### src/rtl/mem_stage.sv
// Memory stage: data-memory request/handshake FSM, store lane steering, load extraction, MEM/WB register.
// Optional MEM_RANDOM_LFSR_EN adds a free-running 32-bit Galois LFSR selected by wb_sel=11.
module mem_stage (
    input  logic        clk,
    input  logic        rst_n,
    input  logic [31:0] next_pc_mem,
    input  logic [31:0] alu_result_mem,
    input  logic [31:0] write_data_mem,
    input  logic [31:0] instruction_mem,
    input  logic [1:0]  wb_sel_mem,
    input  logic [1:0]  read_width_mem,
    input  logic [4:0]  wrt_dst_mem,
    input  logic        reg_wrt_en_mem,
    input  logic        mem_wrt_en_mem,
    input  logic        rd_en_mem,
    input  logic        read_unsigned_mem,
    input  logic        random_mem,
    input  logic        rdi_mem,
    output logic        dmem_req,
    output logic        dmem_we,
    output logic [31:0] dmem_addr,
    output logic [31:0] dmem_wdata,
    output logic [3:0]  dmem_be,
    input  logic [31:0] dmem_rdata,
    input  logic        dmem_ack,
    output logic        stall_mem,
    output logic [31:0] wb_data_wb,
    output logic [4:0]  wrt_dst_wb,
    output logic        reg_wrt_en_wb,
    output logic        rdi_wb,
    output logic [31:0] instruction_wb
);
    // Handshake: dmem_req stays high from issue until the cycle dmem_ack is seen;
    // that cycle completes the op and the EX/MEM register advances on the same edge.
    typedef enum logic {IDLE, BUSY} state_t;
    state_t state;

    logic        mem_op;
    logic [31:0] load_data;
    logic [31:0] rnd_value;
    logic [31:0] wb_next;
    logic [7:0]  byte_sel;
    logic [15:0] half_sel;

    assign mem_op    = rd_en_mem | mem_wrt_en_mem;
    assign dmem_req  = rst_n & mem_op;
    assign dmem_we   = mem_wrt_en_mem;
    assign stall_mem = rst_n & mem_op & ~dmem_ack;
    assign dmem_addr = {alu_result_mem[31:2], 2'b00};

    // Misaligned halves use addr[1] only; words ignore the low address bits.
    always_comb begin
        dmem_be    = 4'b1111;
        dmem_wdata = write_data_mem;
        case (read_width_mem)
            2'b00: begin
                dmem_be    = 4'b0001 << alu_result_mem[1:0];
                dmem_wdata = {4{write_data_mem[7:0]}};
            end
            2'b01: begin
                dmem_be    = alu_result_mem[1] ? 4'b1100 : 4'b0011;
                dmem_wdata = {2{write_data_mem[15:0]}};
            end
            default: begin
                dmem_be    = 4'b1111;
                dmem_wdata = write_data_mem;
            end
        endcase
    end

    always_comb begin
        byte_sel = dmem_rdata[7:0];
        case (alu_result_mem[1:0])
            2'b00:   byte_sel = dmem_rdata[7:0];
            2'b01:   byte_sel = dmem_rdata[15:8];
            2'b10:   byte_sel = dmem_rdata[23:16];
            default: byte_sel = dmem_rdata[31:24];
        endcase
        half_sel  = alu_result_mem[1] ? dmem_rdata[31:16] : dmem_rdata[15:0];
        load_data = dmem_rdata;
        case (read_width_mem)
            2'b00:   load_data = read_unsigned_mem ? {24'd0, byte_sel}
                                                   : {{24{byte_sel[7]}}, byte_sel};
            2'b01:   load_data = read_unsigned_mem ? {16'd0, half_sel}
                                                   : {{16{half_sel[15]}}, half_sel};
            default: load_data = dmem_rdata;
        endcase
    end

`ifdef MEM_RANDOM_LFSR_EN
    localparam logic [31:0] LFSR_MASK = 32'h8020_0003;
    localparam logic [31:0] LFSR_SEED = 32'hACE1_2468;
    logic [31:0] lfsr;

    always_ff @(posedge clk) begin
        if (!rst_n)
            lfsr <= LFSR_SEED;
        else
            lfsr <= {1'b0, lfsr[31:1]} ^ (lfsr[0] ? LFSR_MASK : 32'd0);
    end
    assign rnd_value = lfsr;
`else
    assign rnd_value = 32'd0;
`endif

    always_comb begin
        wb_next = alu_result_mem;
        case (wb_sel_mem)
            2'b00:   wb_next = alu_result_mem;
            2'b01:   wb_next = load_data;
            2'b10:   wb_next = next_pc_mem;
            default: wb_next = rnd_value;
        endcase
    end

    always_ff @(posedge clk) begin
        if (!rst_n) begin
            state <= IDLE;
        end else begin
            case (state)
                IDLE:    if (mem_op && !dmem_ack) state <= BUSY;
                BUSY:    if (dmem_ack) state <= IDLE;
                default: state <= IDLE;
            endcase
        end
    end

    // A stalled cycle pushes a bubble; payload fields are left as-is.
    always_ff @(posedge clk) begin
        if (!rst_n) begin
            wb_data_wb     <= 32'd0;
            wrt_dst_wb     <= 5'd0;
            reg_wrt_en_wb  <= 1'b0;
            rdi_wb         <= 1'b0;
            instruction_wb <= 32'd0;
        end else if (stall_mem) begin
            reg_wrt_en_wb  <= 1'b0;
            rdi_wb         <= 1'b0;
        end else begin
            wb_data_wb     <= wb_next;
            wrt_dst_wb     <= wrt_dst_mem;
            reg_wrt_en_wb  <= reg_wrt_en_mem;
            rdi_wb         <= rdi_mem;
            instruction_wb <= instruction_mem;
        end
    end

    logic unused_ok;
    assign unused_ok = random_mem;
endmodule
### config.mk
export PLATFORM = sky130hd
export DESIGN_NAME = mem_stage
export DESIGN_NICKNAME = d
export VERILOG_FILES = /design/src/rtl/mem_stage.sv
export SDC_FILE = /design/constraint.sdc
export NUM_CORES = 1
export LEC_CHECK = 0
export CORE_AREA = 2 2 125 127
export DETAILED_ROUTE_END_ITERATION = 10
export DIE_AREA = 0 0 127 129
export MAX_ROUTING_LAYER = met4
export PLACE_DENSITY = 0.69
export SLEW_MARGIN = 20
export SYNTH_ARGS = -nofsm -noshare
export SYNTH_HDL_FRONTEND = slang
export SYNTH_SLANG_ARGS = --single-unit
### constraint.sdc
create_clock -name clk -period 4.2 [get_ports clk]
set_clock_uncertainty 0.15 [all_clocks]
set_input_delay 1.26 -clock clk [delete_from_list [all_inputs] [get_ports clk]]
set_output_delay 1.26 -clock clk [all_outputs]
set_load 0.02 [all_outputs]
==> flow_summary_export.csv <==
group,metric,value,unit
worst_hold_path,whs_endpoint,"instruction_wb[15]",
timing,worstMarginPinSlew,1.030,ns
yosys,ys_ff_latch,71,
yosys,synth_edf_count,0,
route,drt_wl_total,18020,microns
yosys,synthFlopType,"dfxtp_1",
timing,relSlewSlack,31.31,%
die,start_util,28.57,%
cts,cts_tree,"built",
timing,hold_viol,0,
flow_run,maxCapViolCount,0,
global_route,antenna_found_initial,0,
placed_design,dp.final_hpwl,14410,microns
final_layout,nFillCells,1473,
cts,cts_buffer_depth,2,
die,coreArea,14980,sq um
cts,root_buffer,"clkbuf_16",
die,rows,45,
yosys,yosysUniqueCellTypes,44,
final_layout,fin_nets,982,
cts,clk_transition_reported_paths,0.05,ns
yosys,seq_area_frac_synth,33.22,%
power,power_density,295.8,nW/um^2
critical_path,critPathMaxFanout,4,
final_layout,drive_gt1_share,8.529,%
power,total_power,2259,uW
cts,numCtsBuffers,9,
timing,hold_slack,0.3009,ns
power,p_leak,0.003015,uW
yosys,yosysTopAreaCell,"dfxtp_1",
worst_hold_path,worstHoldStart,"instruction_wb[15]",
route,ant_nets,0,
critical_path,r2r_cells,2,
global_route,grt_max_degree,107,
yosys,synth_top_cell_area_share,33.22,%
critical_path,crit_type,"input port to output pin",
critical_path,worst_setup_path_end_kind,"output pin",
yosys,synthCells,534,
timing,setup_viol,0,
cts,h-tree-depth,3,
yosys,yosysWarnings,0,
cts,clkLatencyLatePin,0.32,ns
die,dieArea,16380,sq um
critical_path,arrival,2.70,ns
critical_path,cp-start-kind,"input port",
route,vias_per_cell,4.891,
timing,finalCritPeriodShare,97.95,%
status,status,"complete, no violations",
placed_design,portBuffers,316,
critical_path,worstReg2RegStart,"wb_data_wb[3]",
global_route,grt_use_total,21.84,%
worst_hold_path,hold_path_depth,2,
cts,clock-sinks,71,
timing,final-max-slew-violation-count,0,
final_layout,area_growth_syn_to_layout,78.48,%
placed_design,gp_congestion,0.8720,
die,die_w,127,microns
global_route,gr-total-overflow,0,
timing,fin_crit,4.114,ns
critical_path,required,2.79,ns
die,ios,320,
yosys,synth_area_per_cell,8.013,sq um
route,drtIter0Drc,213,
yosys,syn_area,4279,sq um
power,max-vdd-ir-drop,198.8,uV
global_route,grt_pass1_vias,4793,
global_route,grt_pass1_wl,26610,microns
critical_path,timing.rr.end,"wb_data_wb[3]",
yosys,synth_area_leaders,"dfxtp_1 (33%), mux2i_1 (13%), nand2_1 (9.4%)",
critical_path,regToRegSetupSlack,3.17,ns
worst_hold_path,hp-class,"flop to flop",
timing,max_freq,0.2431,GHz
route,vias,4881,
route,firstDrtPassIters,6,
route,wl_per_cell,18.06,microns
yosys,synth-async-reset-ratio,0,%
die,die_h,129,microns
timing,setup_tns,0,ns
route,remaining_drc_errors,0,
timing,rsz0062_at_grt,"false",
cts,ctsHoldBuffers,0,
## power by group
group	internal, uW	switching, uW
sequential	723	23.6
clock	491	298
combinational	380	343
## layout by cell type (no fill, tap or decap), types with 2 or more instances in the layout
cell type / instances
o22ai_1: 16
dlygate4sd2_1: 20
nor3_1: 8
clkbuf_16: 9
nor2b_1: 3
o31ai_1: 10
mux2i_1: 56
nand2b_1: 3
clkdlybuf4s50_1: 293
a221oi_1: 6
nor2_1: 36
buf_4: 26
clkinv_2: 2
dfxtp_1: 71
o21ai_0: 49
o21ai_1: 2
clkbuf_8: 2
and3_1: 3
nand2_1: 107
o221ai_1: 13
a2bb2oi_1: 2
a21oi_1: 15
inv_1: 6
buf_2: 3
conb_1: 2
a22oi_1: 8
mux2_2: 16
## synth_stat cells (all sizes together) (2+ instances only)
cell,instances
nand2,107
dfxtp,71
buf,62
mux2i,56
o21ai,51
nor2,38
clkbuf,22
mux2,16
o22ai,16
a21oi,15
o221ai,14
o31ai,11
a22oi,8
nor3,8
a221oi,6
inv,6
and3,3
nand2b,3
nor2b,3
a2bb2oi,2
a31oi,2
## sequential cells by signal, indices dropped and copies added, names as in the netlist
signal and count:
rdi_wb 1, wrt_dst_wb 5, instruction_wb 32, reg_wrt_en_wb 1, wb_data_wb 32
## logic make-up after synthesis
logic type	synth area share [%]
and+or+nand+nor	15.99
other	0.08764
muxes	17.84
DFF	33.22
AOI/OAI and AO/OA	20.20
buffers and inverters	12.66
## per-stage QoR
stage	worst slack [ns]	utilization, %	std cells	cell area (sq um)
after floorplan	0.4675	-	535	4283
after global placement	-0.1577	49.08	981	7351
after detailed placement	-0.1764	49.08	981	7351
after CTS	0.06737	50.98	997	7635
after global routing	0.004590	50.98	997	7635
final	0.08594	50.99	998	7637
## metal layers
layer	global-route usage (%)	vias up	share of wire (%)
li1	-	2382	-
met1	25.55	2233	41
met2	37.19	245	49
met3	5.696	21	8.0
met4	6.141	0	1.6
met5	-	-	0
## layout make-up
class	instances	area, sq um	share of cell area (%)
antenna	1	2.502	0.03277
clock inverter	5	56.30	0.7372
timing repair buffer	342	3318	43.45
tap	188	235.2	3.080
inverter	7	26.28	0.3440
sequential	71	1421	18.61
multi-input combinational	373	2325	30.44
clock buffer	11	252.7	3.309
## worst max-delay path by stage
stage / start / end / slack [ns] / depth (start not counted)
after floorplan: read_width_mem[1] / dmem_wdata[29] / 0.47 / 4
after global placement: read_width_mem[0] / dmem_wdata[27] / -0.16 / 6
after detailed placement: read_width_mem[0] / dmem_wdata[27] / -0.18 / 6
after CTS: read_width_mem[0] / dmem_wdata[9] / 0.07 / 5
after global routing: mem_wrt_en_mem / dmem_req / 0.005 / 4
final: read_width_mem[0] / dmem_wdata[9] / 0.09 / 5
## worst max-delay path, cell delays in order
cell and delay (ns):
clkdlybuf4s50_1 0.46, nor2_2 0.17, buf_4 0.16, mux2_2 0.34, dlygate4sd2_1 0.32
## timing repair
| item | in CTS | in global routing |
|---|---|---|
| buffers inserted | 0 | 0 |
| resized for setup | 21 | 0 |
| endpoints found under the hold margin | 0 | 0 |
| endpoints found under the setup margin | 21 | 0 |
No activity file was read; power rests on OpenSTA's default activity.
